==> config.mk <==
export PLATFORM = sky130hd
export DESIGN_NAME = rpn_stack_eval
export DESIGN_NICKNAME = d
export VERILOG_FILES = /design/src/rtl/calc_pkg.sv /design/src/rtl/calc_stack.sv /design/src/rtl/rpn_stack_eval.sv
export SDC_FILE = /design/constraint.sdc
export NUM_CORES = 2
export LEC_CHECK = 0
export ABC_AREA = 1
export CAP_MARGIN = 20
export CELL_PAD_IN_SITES_DETAIL_PLACEMENT = 0
export CELL_PAD_IN_SITES_GLOBAL_PLACEMENT = 1
export CORE_MARGIN = 5
export CORE_UTILIZATION = 45
export DETAILED_ROUTE_END_ITERATION = 10
export PLACE_DENSITY_LB_ADDON = 0.1
export SKIP_LAST_GASP = 1
export SLEW_MARGIN = 20
export SYNTH_ARGS = -nofsm -noshare
export SYNTH_HDL_FRONTEND = slang
export SYNTH_HIERARCHICAL = 1
export SYNTH_SLANG_ARGS = --single-unit
==> constraint.sdc <==
create_clock -name clk -period 11 [get_ports clk]
set_input_delay 2.2 -clock clk [delete_from_list [all_inputs] [get_ports clk]]
set_output_delay 2.2 -clock clk [all_outputs]
set_load 0.01 [all_outputs]
==> src/rtl/calc_pkg.sv <==
// Shared calculator definitions: operator codes, precedence, evaluator states.
// Latency: n/a (constants and pure functions only).
// Backpressure: n/a.
package calc_pkg;

  // Operator token codes, shared with the front-end state machine and the VGA buffer.
  localparam logic [3:0] OP_ADD = 4'hA;
  localparam logic [3:0] OP_SUB = 4'hB;
  localparam logic [3:0] OP_MUL = 4'hC;
  localparam logic [3:0] OP_EQ  = 4'hE;

  typedef enum logic [2:0] {
    IDLE,
    REDUCE,
    FINISH,
    DONE,
    ERROR
  } state_t;

  // Binding strength; 0 for anything that is not an arithmetic operator.
  function automatic logic [1:0] prec(input logic [3:0] op);
    case (op)
      OP_MUL:         prec = 2'd2;
      OP_ADD, OP_SUB: prec = 2'd1;
      default:        prec = 2'd0;
    endcase
  endfunction

  function automatic logic is_arith(input logic [3:0] op);
    is_arith = (op == OP_ADD) || (op == OP_SUB) || (op == OP_MUL);
  endfunction

endpackage

==> src/rtl/calc_stack.sv <==
// LIFO stack with push, pop, replace-top (push+pop) and fold (drop two, push one).
// Latency: writes take effect at the next clk edge; top/below/count/full/empty read registers.
// Backpressure: none; push when full and pop when empty are ignored, the owner must check.
// Ports: clk, reset_n (sync, active-low), clear; push, pop, fold, data_in;
//        top (entry at count-1), below (entry at count-2), count, full, empty.
module calc_stack #(
  parameter int W     = 32,
  parameter int DEPTH = 8
) (
  input  logic                     clk,
  input  logic                     reset_n,
  input  logic                     clear,
  input  logic                     push,
  input  logic                     pop,
  input  logic                     fold,
  input  logic [W-1:0]             data_in,
  output logic [W-1:0]             top,
  output logic [W-1:0]             below,
  output logic [$clog2(DEPTH):0]   count,
  output logic                     full,
  output logic                     empty
);

  localparam int AW = $clog2(DEPTH);
  localparam logic [AW:0] ONE   = (AW+1)'(1);
  localparam logic [AW:0] TWO   = (AW+1)'(2);
  localparam logic [AW:0] CAP   = (AW+1)'(DEPTH);

  logic [W-1:0] mem [DEPTH];
  logic [AW:0]  cnt_m1;
  logic [AW:0]  cnt_m2;
  logic         do_push;
  logic         do_pop;
  logic         do_repl;
  logic         do_fold;

  assign cnt_m1 = count - ONE;
  assign cnt_m2 = count - TWO;

  assign top   = mem[cnt_m1[AW-1:0]];
  assign below = mem[cnt_m2[AW-1:0]];
  assign full  = (count == CAP);
  assign empty = (count == '0);

  assign do_push = push && !pop && !full;
  assign do_pop  = pop && !push && !empty;
  assign do_repl = push && pop && !fold && !empty;
  // Fold: the result of the two top entries lands where the lower one sat.
  assign do_fold = push && pop && fold && (count >= TWO);

  // Storage needs no reset; count alone defines what is live.
  always_ff @(posedge clk) begin
    if (do_fold) begin
      mem[cnt_m2[AW-1:0]] <= data_in;
    end else if (do_repl) begin
      mem[cnt_m1[AW-1:0]] <= data_in;
    end else if (do_push) begin
      mem[count[AW-1:0]] <= data_in;
    end
  end

  always_ff @(posedge clk) begin
    if (!reset_n || clear) begin
      count <= '0;
    end else if (do_push) begin
      count <= count + ONE;
    end else if (do_pop || do_fold) begin
      count <= cnt_m1;
    end
  end

endmodule

==> src/rtl/rpn_stack_eval.sv <==
// Infix evaluator with precedence (two-stack shunting-yard) over an operand/operator token stream.
// Latency: operands and non-reducing ops take 1 cycle; a reducing op holds ready low k+1 cycles; '=' gives done n+1 cycles later.
// Backpressure: ready low in REDUCE/FINISH/DONE/ERROR; strobes while ready=0 are ignored, upstream must hold.
// Ports: clk, reset_n (sync, active-low), clear (soft reset); strobe, is_op, token in;
//        ready, answer, done, error out (all registered).
module rpn_stack_eval
  import calc_pkg::*;
#(
  parameter int DEPTH = 8,
  parameter int W     = 32
) (
  input  logic         clk,
  input  logic         reset_n,
  input  logic         clear,
  input  logic         strobe,
  input  logic         is_op,
  input  logic [W-1:0] token,
  output logic         ready,
  output logic [W-1:0] answer,
  output logic         done,
  output logic         error
);

  localparam int CW = $clog2(DEPTH) + 1;

  state_t        state;
  logic [3:0]    pend;          // operator waiting for reductions to finish

  logic [W-1:0]  val_top, val_below, val_din;
  logic [CW-1:0] val_cnt;
  logic          val_full, val_empty, val_push, val_pop;

  logic [3:0]    op_top, op_below, op_din;
  logic [CW-1:0] op_cnt;
  logic          op_full, op_empty, op_push, op_pop;

  logic [3:0]    code;
  logic          idle_fire, in_reduce, higher_top, reduce_want, short_ops, do_reduce;
  logic [W-1:0]  alu;

  assign code      = token[3:0];
  assign idle_fire = (state == IDLE) && strobe;
  assign in_reduce = (state == REDUCE);

  // Stacked op binds at least as tightly as the incoming/pending one: reduce it first.
  assign higher_top  = !op_empty && (prec(op_top) >= prec(in_reduce ? pend : code));
  assign reduce_want = (in_reduce && higher_top) || ((state == FINISH) && (op_cnt != '0));
  assign short_ops   = val_empty || (val_cnt == CW'(1));
  assign do_reduce   = reduce_want && !short_ops;

  always_comb begin
    alu = val_top;
    case (op_top)
      OP_ADD:  alu = val_below + val_top;
      OP_SUB:  alu = val_below - val_top;
      OP_MUL:  alu = val_below * val_top;
      default: alu = val_top;
    endcase
  end

  assign val_push = (idle_fire && !is_op && !val_full) || do_reduce;
  assign val_pop  = do_reduce;
  assign val_din  = do_reduce ? alu : token;

  assign op_push = (idle_fire && is_op && is_arith(code) && !higher_top && !op_full)
                 || (in_reduce && !higher_top);
  assign op_pop  = do_reduce;
  assign op_din  = in_reduce ? pend : code;

  calc_stack #(.W(W), .DEPTH(DEPTH)) u_val_stack (
    .clk     (clk),
    .reset_n (reset_n),
    .clear   (clear),
    .push    (val_push),
    .pop     (val_pop),
    .fold    (do_reduce),
    .data_in (val_din),
    .top     (val_top),
    .below   (val_below),
    .count   (val_cnt),
    .full    (val_full),
    .empty   (val_empty)
  );

  calc_stack #(.W(4), .DEPTH(DEPTH)) u_op_stack (
    .clk     (clk),
    .reset_n (reset_n),
    .clear   (clear),
    .push    (op_push),
    .pop     (op_pop),
    .fold    (1'b0),
    .data_in (op_din),
    .top     (op_top),
    .below   (op_below),
    .count   (op_cnt),
    .full    (op_full),
    .empty   (op_empty)
  );

  always_ff @(posedge clk) begin
    if (!reset_n || clear) begin
      state  <= IDLE;
      pend   <= '0;
      ready  <= 1'b1;
      answer <= '0;
      done   <= 1'b0;
      error  <= 1'b0;
    end else begin
      case (state)
        IDLE: begin
          if (strobe) begin
            if (!is_op) begin
              if (val_full) begin
                state <= ERROR; error <= 1'b1; ready <= 1'b0; answer <= '0;
              end
            end else if (code == OP_EQ) begin
              state <= FINISH;
              ready <= 1'b0;
            end else if (!is_arith(code)) begin
              state <= ERROR; error <= 1'b1; ready <= 1'b0; answer <= '0;
            end else if (higher_top) begin
              pend  <= code;
              state <= REDUCE;
              ready <= 1'b0;
            end else if (op_full) begin
              state <= ERROR; error <= 1'b1; ready <= 1'b0; answer <= '0;
            end
          end
        end
        REDUCE: begin
          if (higher_top) begin
            if (short_ops) begin
              state <= ERROR; error <= 1'b1; ready <= 1'b0; answer <= '0;
            end
          end else begin
            // Pending op is pushed this cycle by the stack control above.
            state <= IDLE;
            ready <= 1'b1;
          end
        end
        FINISH: begin
          if (op_cnt != '0) begin
            if (short_ops) begin
              state <= ERROR; error <= 1'b1; ready <= 1'b0; answer <= '0;
            end
          end else if (val_cnt == CW'(1)) begin
            answer <= val_top;
            done   <= 1'b1;
            state  <= DONE;
          end else begin
            state <= ERROR; error <= 1'b1; ready <= 1'b0; answer <= '0;
          end
        end
        default: ;  // DONE and ERROR hold until clear/reset
      endcase
    end
  end

endmodule

### Word level (Yosys, flattened, before mapping)

Memories as Yosys holds them, arrays and structs flattened.
Cells that the tools add are included.

| storage, ports and cells | value |
|---|---|
| flip-flop bits (word level) | 50 |
| RAM bits | 288 |
| input port bits | 37 |
| memories | 2 |

Memory list:

| memory | words | width | rd ports | clocked after Yosys merged registers in | wr ports | RTL line | RTL |
|---|---|---|---|---|---|---|---|
| u_val_stack.mem | 8 | 32 | 2 | 0 | 1 | calc_stack.sv:29 | `logic [W-1:0] mem [DEPTH];` |
| u_op_stack.mem | 8 | 4 | 1 | 0 | 1 | calc_stack.sv:29 |  |

| cells by class | value |
|---|---|
| add/sub/neg operators | 7 |
| $mul | 1 |
| magnitude comparators | 2 |
| equality and inequality tests | 23 |
| mux-type cells | 80 |
| bitwise logic cells | 2 |
| reduce and logical (&&, ||, !) cells | 64 |

Operators by type and width:

| kind | count |
|---|---|
| 32-bit two-way mux | 14 |
| 32-bit case mux with 3 select lines | 2 |
| 32-bit OR reduction | 2 |
| 4-bit equality test (second input constant) | 12 |
| 3-bit two-way mux | 14 |
| 1-bit two-way mux | 39 |
| 32-bit adder | 1 |
| 32-bit by 32-bit multiplier with 32-bit output | 1 |
| 32-bit subtractor | 1 |
| 1-bit logical AND | 27 |
| 4-bit two-way mux | 6 |
| 1-bit zero test | 11 |
| 3-bit case mux with 3 select lines | 1 |
| 4-bit by 1-bit adder with 4-bit output (second input constant) | 2 |
| 4-bit zero test | 2 |
| 1-bit logical OR | 8 |
| 2-bit case mux with 2 select lines | 2 |
| 8-bit AND reduction | 1 |
| 4-bit by 1-bit subtractor with 4-bit output (second input constant) | 2 |
| 7-bit AND reduction | 1 |
| 3-bit inequality test (second input constant) | 2 |
| 6-bit by 4-bit inequality test with 1-bit output (second input constant) | 1 |
| 1-bit case mux with 3 select lines | 2 |
| 6-bit AND reduction | 1 |
| 21 further kinds | 24 |

### Depth between registers and ports, before layout

| depth | value |
|---|---|
| word-level depth | 20 |
| gate-level depth with buffers | 46 |
| depth with buffers taken out | 38 |

### Modules after synthesis

Netlist, hierarchy kept.

Modules (own cells, without submodules):

| module | instances | cells an instance | area an instance (µm²) | seq. area each (µm²) |
|---|---|---|---|---|
| rpn_stack_eval | 1 | 3214 | 22053.7 | 840.8 |
| calc_stack (u_val_stack) | 1 | 1360 | 12853.6 | 7767.4 |
| calc_stack (u_op_stack) | 1 | 263 | 2192.1 | 1041.0 |

### Least setup slack after synthesis

OpenSTA, ideal clock, no wires.

| path | value |
|---|---|
| path kind | register to register |
| from | reg u_val_stack.count[0] |
| to | mem u_val_stack.mem[0][31], data pin |
| arrival time | 8410 ps |
| required time | 10776 ps |
| path slack | 2367 ps |
| stages on the path, launching flop included | 40 |
| buffers on the path | 8 |
| period minus slack after synthesis | 8633 ps |
| cell sequence | dfxtp_1 buf_6 inv_4 buf_6 buf_6 buf_4 ha_1 buf_2 clkbuf_1 o21ai_0 o21ai_0 nand2_1 nand2_1 clkbuf_1 buf_1 nand2_1 inv_1 fa_1 [4 not listed] inv_1 fa_1 inv_1 fa_1 inv_1 fa_1 fa_1 ha_1 a21oi_1 o21ai_0 a21oi_1 nand3_1 a21o_1 a21oi_1 inv_1 nand3_1 nand3_1 a21oi_1 |

| between the ends | value |
|---|---|
| elaborated cells on any way between the ends | 34 |
| classes of those cells | 4 x add/sub; 1 x mul; 1 x order compare; 2 x eq/ne; 8 x mux; 17 x reduce/logical; 1 x memory |

RTL lines:

| element | RTL line | RTL |
|---|---|---|
| start, declared | calc_stack.sv:19 | `output logic [$clog2(DEPTH):0] count,` |
| start signal, assigned | calc_stack.sv:66 | `count <= count + ONE;` |
| start signal, assigned | calc_stack.sv:68 | `count <= cnt_m1;` |
| 4-bit by 1-bit subtractor with 4-bit output * | calc_stack.sv:37 | `assign cnt_m1 = count - ONE;` |
| memory read 8 x 32 bit * | - |  |
| via val_top[7] | rpn_stack_eval.sv:29 | `logic [W-1:0] val_top, val_below, val_din;` |
| 32-bit by 32-bit multiplier with 32-bit output, or another cell as far along | rpn_stack_eval.sv:56 | `OP_MUL: alu = val_below * val_top;` |
| 32-bit case mux with 3 select lines * | rpn_stack_eval.sv:53 | `case (op_top)` |
| 32-bit two-way mux * | rpn_stack_eval.sv:63 | `assign val_din = do_reduce ? alu : token;` |
| via val_din[31] | rpn_stack_eval.sv:29 |  |
| 32-bit two-way mux (no source line) | - |  |
| 32-bit two-way mux (no source line) * | - |  |
| end, declared | calc_stack.sv:29 |  |

The timed path passes the listed nets; every way through them passes the cells marked *.

### Final worst setup path

| path | value |
|---|---|
| from | reg u_val_stack.count[1] |
| to | mem u_val_stack.mem[5][31], data pin |

Same word-level chain as after synthesis.

==> flow_metrics.py <==
metrics = {
    "clocking": {
        "root_buffer": "clkbuf_16",
        "numCtsBuffers": 37,
        "clock-sinks": 338,
        "clockBufferDepth": 3,
        "h-tree-depth": 2,
        "ctsHoldBuffers": 0,
        "cts.repair.resized": 0,
        "insertion_delay_ns": 0.57,
        "clkTransAtPathRegs_ns": 0.06,
        "tritoncts": "done",
        "cts_setup_buffers": 0,
    },
    "route": {
        "vias": 31000,
        "antenna_left": 0,
        "wire_per_inst_um": 21.2,
        "drt_wl_total_um": 124000,
        "via_per_inst": 5.30,
        "drt_iter0_drc": 2668,
        "drc": 0,
        "first_pass_iters": 6,
    },
    "setup_path": {
        "r2r_slack_ns": 0.85,
        "crit_path_start_kind": "flop",
        "critical_path_class": "reg -> reg",
        "path_max_fanout": 80,
        "cp-end-kind": "flop",
        "critPathMaxStageDelay_ns": 0.93,
        "cp.buffers_inverters": 7,
        "cp_data_required_time_ns": 11.27,
        "slowest_stage": "ha_4",
        "cp_top_family": "adder cells",
        "worstPathArrival_ns": 10.42,
        "worstSetupStartpoint": "u_val_stack/count[1]",
        "worst_path_most_repeated_cell": "fa_1",
        "r2r-start": "u_val_stack/count[1]",
        "r2r_cells": 31,
        "rr_endpoint": "u_val_stack/mem[5][31]",
    },
    "timing": {
        "finalClockSkew_ns": 0.0351,
        "fmax_ghz": 0.0986,
        "tightest_slew_ns": 1.11,
        "hold_viol_final": 0,
        "slew_violations": 0,
        "rsz0062_at_grt": "false",
        "slew_headroom_pct": 26.0,
        "min_period_ns": 10.15,
        "final.period_utilization_pct": 92.2,
        "setup_tns_ns": 0,
        "setup_viol": 0,
    },
    "finish": {
        "num_antenna_cells": 0,
        "layout-drive-gt1-share_pct": 4.90,
        "multi_input_area_sq_um": 22300,
        "final-seq-area_sq_um": 9660,
        "syn2layout_area_growth_pct": 7.93,
        "design_area_sq_um": 39800,
        "layout_common_cells": "nand2_1 (1147), inv_1 (979), fa_1 (409), o21ai_0 (331)",
        "fin_nets": 5367,
        "fillers": 8198,
        "layout.cells.most_common": "nand2_1",
    },
    "hold_path": {
        "hold_path.class": "reg -> reg",
        "worstHoldPathCells": 2,
        "min_from": "answer[0]",
        "holdPathEnd": "answer[0]",
    },
    "floorplanning": {
        "die_h_um": 296,
        "die_w_um": 296,
        "io_pins": 72,
        "start_util_pct": 45.1,
        "num_rows": 105,
        "core_area_sq_um": 81700,
        "dieArea_sq_um": 87700,
    },
    "synthesis": {
        "syn_area_per_cell_sq_um": 7.70,
        "yosys_warnings": 6,
        "syn_area_sq_um": 36900,
        "synthCells": 4785,
    },
    "job": {
        "maxCapViolCount": 0,
    },
    "grt": {
        "grt_overflow": 0,
        "grt_max_degree": 156,
        "track_usage_pct": 28.4,
        "grt_pass1_wl_um": 189000,
        "grt_pass1_vias": 30600,
        "antenna_found_initial": 4,
    },
    "placed_design": {
        "port_buffers": 71,
        "hpwl_um": 93200,
        "placedInstanceArea_sq_um": 38600,
        "globalplace.congestion": 0.969,
    },
    "run_status": {
        "status": "complete, no violations",
    },
}
layer usage:
layer | share of wire (%) | up-vias | GRT usage (%)
met2 | 45 | 1002 | 46.1
li1 | - | 14800 | -
met5 | 0 | - | 0
met1 | 44 | 15100 | 40.2
met3 | 7.1 | 161 | 4.52
met4 | 3.1 | 0 | 7.55
area by class of cell:
cell class / count / area share, %
flip-flops and latches: 338 / 24.3
clock inverters: 12 / 0.346
well taps: 1070 / 3.36
clock buffers: 54 / 2.56
repair buffers: 181 / 3.89
inverters: 996 / 9.41
multi-input cells: 3197 / 56.2
flip-flops by register name, summed over array words and instances (netlist names):
register	cells
u_val_stack/mem	256
error	1
done	1
answer	32
state	3
u_val_stack/count	4
u_op_stack/count	4
u_op_stack/mem	32
pend	4
ready	1
worst reg2reg max path: cells and delay by family (launching register included):
| family | cells | cell delay (ns) |
|---|---|---|
| fa+ha+maj | 10 | 5.17 |
| simple gates | 6 | 1.27 |
| flops | 1 | 0.69 |
| compound gates | 8 | 2.06 |
| buf+inv | 7 | 0.65 |
worst max-delay path by stage:
stage	depth (start not counted)	to
after global placement	33	u_val_stack/mem[2][30]
after CTS	31	u_val_stack/mem[5][31]
after floorplan	39	u_val_stack/mem[0][31]
final	31	u_val_stack/mem[5][31]
after global routing	31	u_val_stack/mem[6][31]
after detailed placement	31	u_val_stack/mem[7][31]
stage by stage:
step                utilization (%)  hold slack (ns)  cells  setup WS (ns)
floorplan                         -            0.441   4786           2.37
global placement               47.3            0.450   5782           1.19
detailed placement             47.3            0.451   5782           1.03
CTS                            48.7            0.463   5848          0.973
global route                   48.7            0.487   5848          0.396
finish                         48.7            0.463   5848          0.854
Power is not shown: default switching activity piles up to over one toggle a cycle in this logic, so the estimate is an artifact.
